`src/rtl/clock_prog_gen.sv`:
```
// Multi-channel programmable clock divider with a staggered reset sequencer.
// Each channel's divisor/enable is shadowed and swapped in only at its wrap point.
module clock_prog_gen #(
    parameter int CHANNELS    = 4,
    parameter int DIV_WIDTH   = 8,
    parameter int HOLD_CYCLES = 16,
    localparam int CHAN_W     = (CHANNELS > 1) ? $clog2(CHANNELS) : 1
) (
    input  logic                 clock,
    input  logic                 reset,
    input  logic                 sw_reset,
    input  logic                 cfg_valid,
    output logic                 cfg_ready,
    input  logic [CHAN_W-1:0]    cfg_chan,
    input  logic [DIV_WIDTH-1:0] cfg_div,
    input  logic                 cfg_en,
    output logic [CHANNELS-1:0]  div_clk,
    output logic [CHANNELS-1:0]  div_tick,
    output logic [CHANNELS-1:0]  rst_out,
    output logic [1:0]           seq_state
);

    localparam int HCW = $clog2(HOLD_CYCLES + 1);

    typedef enum logic [1:0] {
        HOLD    = 2'd0,
        RELEASE = 2'd1,
        RUN     = 2'd2
    } seq_t;

    seq_t                state_q, state_d;
    logic [HCW-1:0]      hold_cnt_q, hold_cnt_d;
    logic [CHAN_W-1:0]   rel_idx_q, rel_idx_d;
    logic [CHANNELS-1:0] rst_q, rst_d;
    logic                cfg_ready_q;
    logic                wr;

    always_comb begin
        state_d    = state_q;
        hold_cnt_d = hold_cnt_q;
        rel_idx_d  = rel_idx_q;
        rst_d      = rst_q;
        if (sw_reset) begin
            state_d    = HOLD;
            hold_cnt_d = '0;
            rel_idx_d  = '0;
            rst_d      = '1;
        end else begin
            case (state_q)
                HOLD: begin
                    rst_d = '1;
                    if (hold_cnt_q == HCW'(HOLD_CYCLES)) begin
                        state_d   = RELEASE;
                        rel_idx_d = '0;
                    end else begin
                        hold_cnt_d = hold_cnt_q + 1'b1;
                    end
                end
                RELEASE: begin
                    rst_d[rel_idx_q] = 1'b0;
                    if (rel_idx_q == CHAN_W'(CHANNELS - 1))
                        state_d = RUN;
                    else
                        rel_idx_d = rel_idx_q + 1'b1;
                end
                RUN:     rst_d = '0;
                default: state_d = HOLD;
            endcase
        end
    end

    // cfg_ready is looked ahead from the next state so it never depends on inputs combinationally.
    always_ff @(posedge clock) begin
        if (reset) begin
            state_q     <= HOLD;
            hold_cnt_q  <= '0;
            rel_idx_q   <= '0;
            rst_q       <= '1;
            cfg_ready_q <= 1'b0;
        end else begin
            state_q     <= state_d;
            hold_cnt_q  <= hold_cnt_d;
            rel_idx_q   <= rel_idx_d;
            rst_q       <= rst_d;
            cfg_ready_q <= (state_d != RELEASE);
        end
    end

    assign wr        = cfg_valid && cfg_ready_q;
    assign cfg_ready = cfg_ready_q;
    assign rst_out   = rst_q;
    assign seq_state = state_q;

    for (genvar g = 0; g < CHANNELS; g++) begin : g_chan
        logic [DIV_WIDTH-1:0] cnt_q, act_div_q, sh_div_q;
        logic                 act_en_q, sh_en_q, pend_q, clk_q, tick_q;
        logic                 hit, run, wrap, halt, clk_next;

        assign hit      = wr && (cfg_chan == CHAN_W'(g));
        assign run      = act_en_q && !rst_q[g];
        assign wrap     = run && (cnt_q == act_div_q);
        // A pending disable forces the clock low at the wrap instead of toggling.
        assign halt     = pend_q && !sh_en_q;
        assign clk_next = halt ? 1'b0 : !clk_q;

        always_ff @(posedge clock) begin
            if (reset) begin
                cnt_q     <= '0;
                act_div_q <= '0;
                sh_div_q  <= '0;
                act_en_q  <= 1'b0;
                sh_en_q   <= 1'b0;
                pend_q    <= 1'b0;
                clk_q     <= 1'b0;
                tick_q    <= 1'b0;
            end else begin
                if (sw_reset) begin
                    cnt_q  <= '0;
                    clk_q  <= 1'b0;
                    tick_q <= 1'b0;
                end else if (!run) begin
                    cnt_q  <= '0;
                    clk_q  <= 1'b0;
                    tick_q <= 1'b0;
                    if (pend_q) begin
                        act_div_q <= sh_div_q;
                        act_en_q  <= sh_en_q;
                        pend_q    <= 1'b0;
                    end
                end else if (wrap) begin
                    cnt_q  <= '0;
                    clk_q  <= clk_next;
                    tick_q <= clk_next && !clk_q;
                    if (pend_q) begin
                        act_div_q <= sh_div_q;
                        act_en_q  <= sh_en_q;
                        pend_q    <= 1'b0;
                    end
                end else begin
                    cnt_q  <= cnt_q + 1'b1;
                    tick_q <= 1'b0;
                end
                // A new write wins over a transfer of the previous shadow in the same cycle.
                if (hit) begin
                    sh_div_q <= cfg_div;
                    sh_en_q  <= cfg_en;
                    pend_q   <= 1'b1;
                end
            end
        end

        assign div_clk[g]  = clk_q;
        assign div_tick[g] = tick_q;
    end

endmodule

```
`config.mk`:
```
export PLATFORM = sky130hd
export DESIGN_NAME = clock_prog_gen
export DESIGN_NICKNAME = d
export VERILOG_FILES = /design/src/rtl/clock_prog_gen.sv
export SDC_FILE = /design/constraint.sdc
export NUM_CORES = 1
export LEC_CHECK = 0
export BUFFER_PORTS_ARGS = -buffer_cell sky130_fd_sc_hd__buf_2
export CAP_MARGIN = 30
export CORE_MARGIN = 2
export CORE_UTILIZATION = 60
export DETAILED_ROUTE_END_ITERATION = 16
export PLACE_DENSITY = 0.86
export SETUP_SLACK_MARGIN = 0.2
export SLEW_MARGIN = 10
export SYNTH_ARGS = -nofsm -noshare
export SYNTH_HDL_FRONTEND = slang
export SYNTH_SLANG_ARGS = --single-unit
```
`constraint.sdc`:
```
create_clock -name clock -period 3.1 [get_ports clock]
set_clock_uncertainty 0.05 [all_clocks]
set_input_delay 0.31 -clock clock [delete_from_list [all_inputs] [get_ports clock]]
set_output_delay 0.31 -clock clock [all_outputs]
set_load 0.03 [all_outputs]
```
==> flow_summary.ini <==
[logic_synthesis]
synthTopCellsByArea = dfxtp_1 41%, xnor2_1 6.4%, nand2_1 4.9%
yosysTopAreaCell = dfxtp_1
syn_area_per_cell_um2 = 8.37
synth-xor-area-share_pct = 8.16
syn_nets = 781
async_reset_ff_share_pct = 0
ys_ff_latch = 130
ys_warn_count = 0
synthFlopType = dfxtp_1
synthCells = 756
synth_edf_count = 0
synth_cell_types = 42
ys_seq_area_share_pct = 41.1
synth_fa_ha_area_share_pct = 1.98
synth_top_family_by_area = simple AND/OR/NAND/NOR gates
syn_area_um2 = 6330
muxShareOfSynthArea_pct = 0.633
synth-simple-area-share_pct = 27.3
synth_top_cell_area_share_pct = 41.1
synth_compound_area_share_pct = 15.6

[clock_tree]
clk_pin_slew_ps = 60
insertion_delay_ps = 530
cts.repair.resized = 0
clk_path_buf_depth = 2
cts.sinks = 130
cts_root_buffer = clkbuf_8
hold_buffers = 0
cts_tree = built
cts.htree.levels = 4
numCtsBuffers = 17
post_cts_buffers = 0

[grt]
grt_max_degree = 68
grt_pass1_vias = 5275
grt_pass1_wl_um = 24900
grt_use_total_pct = 27.2
antenna_found_initial = 0
gr-total-overflow = 0

[power]
intPower_w = 0.00308
power.leakage_nw = 2.37
power_density_nw_per_um2 = 553
p_switching_w = 0.000809
power_frac_comb_pct = 2.9
p_seq_share_pct = 43.5
power_w = 0.00389
clock_power_share_pct = 53.6
max-vdd-ir-drop_uv = 311
switching_share_pct = 20.8

[timing]
report.final.hold_viol_count = 0
timing.final.crit_share_pct = 71.3
finalSetupViolations = 0
fmax_mhz = 453
drv_slew = 0
min_period_ps = 2210
final.setup.tns_ps = 0
rsz0062_at_grt = no
worst_pin_slew_ps = 885
slew_headroom_pct = 41.0

[min_path]
holdPathStages = 3
hold_start = cfg_div[1]
hp-class = in -> reg
whs_endpoint = g_chan[3].sh_div_q[1]

[detailed_routing]
drtIter0Drc = 427
viasPerCell = 6.15
drt_first_pass_iters = 7
wl_um = 14900
vias = 5539
wl_per_cell_um = 16.6
route.detailed.drc = 0
ant_nets = 0

[floorplanning]
io_pins = 30
initial_utilization_pct = 61.6
row_count = 37
die_h_um = 107
die_w_um = 107
core_area_um2 = 10300
dieArea_um2 = 11400

[layout]
final_cell_mix = 130 x dfxtp_1, 82 x nand2_1, 52 x a21oi_1
drive_above_1_share_pct = 10.3
diodes = 0
mostFrequentLayoutCell = dfxtp_1
fin_nets = 776
area_growth_pct = 11.1

[flow_run]
drv_cap = 0

[worst_setup_path]
criticalPathCategory = reg -> reg
r2r-start = g_chan[2].cnt_q[2]
required_ps = 3460
crit_fanout = 20
rr_worst_depth = 4
startpoint_type = flop
worstPathArrival_ps = 2570
rrSetupSlack_ps = 890
endpoint_kind = flop
reg2reg_to = g_chan[2].tick_q

[place]
portBuffers = 29
gp_congestion = 0.787
dp_hpwl_um = 9630

[status]
status = complete, no violations
==> state kept, by name, summed over array words and instances (netlist names), 2 cells and up <==
register,flops
g_chan.act_div_q,32
g_chan.act_en_q,4
g_chan.clk_q,4
g_chan.cnt_q,32
g_chan.pend_q,4
g_chan.sh_div_q,32
g_chan.sh_en_q,4
g_chan.tick_q,4
hold_cnt_q,5
rel_idx_q,2
rst_out,4
seq_state,2
==> per-stage QoR <==
step / utilization (%) / cells / worst slack, ps / instance area [um^2] / hold WS (ps)
2_1_floorplan: - / 756 / 1560 / 6330 / 382
3_5_place_dp: 62.4 / 868 / 944 / 6410 / 397
4_1_cts: 68.4 / 900 / 893 / 7030 / 9.70
3_3_place_gp: 62.4 / 867 / 1110 / 6410 / 392
5_1_grt: 68.4 / 900 / 741 / 7030 / 20.4
6_report: 68.4 / 900 / 890 / 7030 / 31.2
==> routing by layer <==
| layer | routed length (um) | up-vias | track usage (%) | part of all wire, % |
|---|---|---|---|---|
| li1 | - | 2714 | - | - |
| met1 | 6220 | 2592 | 33.0 | 42 |
| met2 | 7310 | 192 | 44.3 | 49 |
| met3 | 967 | 41 | 7.66 | 6.5 |
| met4 | 427 | 0 | 13.6 | 2.9 |
| met5 | 0 | - | 0 | 0 |
==> synthesized netlist by cell type, types with 6 or more instances <==
library cell / number
nor2_1: 45
inv_1: 12
buf_4: 10
o2111ai_1: 32
dfxtp_1: 130
xor2_1: 13
a31oi_1: 32
o21ai_0: 18
nor2b_1: 8
nand2b_1: 40
and4_1: 8
nand3_1: 41
nor3_1: 47
ha_1: 10
nand2_1: 82
clkbuf_1: 34
a21oi_1: 52
xnor2_1: 46
buf_2: 14
and3_1: 6
nand4_1: 6
o311ai_0: 8
or4_1: 26
==> final cells by class <==
class,count,area [um^2]
Clock buffer,22,463
Fill cell,789,3240
Inverter,12,45.0
Clock inverter,10,155
Sequential cell,130,2600
Timing Repair Buffer,37,203
Tap cell,136,170
Multi-Input combinational cell,553,3390
==> power by group through the flow <==
| stage | logic, W | registers, W | clock network [W] |
|---|---|---|---|
| after floorplan | 0.0000710 | 0.00173 | 0 |
| after global placement | 0.000103 | 0.00173 | 0 |
| after detailed placement | 0.000108 | 0.00173 | 0 |
| after CTS | 0.000109 | 0.00169 | 0.00210 |
| after global routing | 0.000123 | 0.00169 | 0.00218 |
| final | 0.000112 | 0.00169 | 0.00209 |
==> worst max-delay path, stage by stage (launching register included) <==
cell and delay (ps):
dfxtp_1 400, xnor2_1 150, nand4_1 600, nor2_2 570, nor4b_1 320
==> cell families (layout without fill, tap and decap cells) <==
| kind of cell | Yosys count | after routing |
|---|---|---|
| fa+ha+maj | 10 | 10 |
| flops | 130 | 130 |
| compound gates | 153 | 153 |
| xor+xnor | 59 | 59 |
| mux | 4 | 4 |
| buf+inv | 73 | 81 |
| simple gates | 327 | 327 |
==> how the worst max path moves through the flow <==
| stage | startpoint | to | cells past startpoint |
|---|---|---|---|
| 2_1_floorplan | hold_cnt_q[0] | hold_cnt_q[1] | 6 |
| 3_3_place_gp | reset | g_chan[1].cnt_q[6] | 5 |
| 3_5_place_dp | g_chan[2].cnt_q[2] | g_chan[2].tick_q | 4 |
| 4_1_cts | g_chan[2].cnt_q[2] | g_chan[2].tick_q | 4 |
| 5_1_grt | g_chan[2].cnt_q[0] | g_chan[2].tick_q | 4 |
| 6_report | g_chan[2].cnt_q[2] | g_chan[2].tick_q | 4 |
Note: power is estimated with default switching activity, not from simulation.
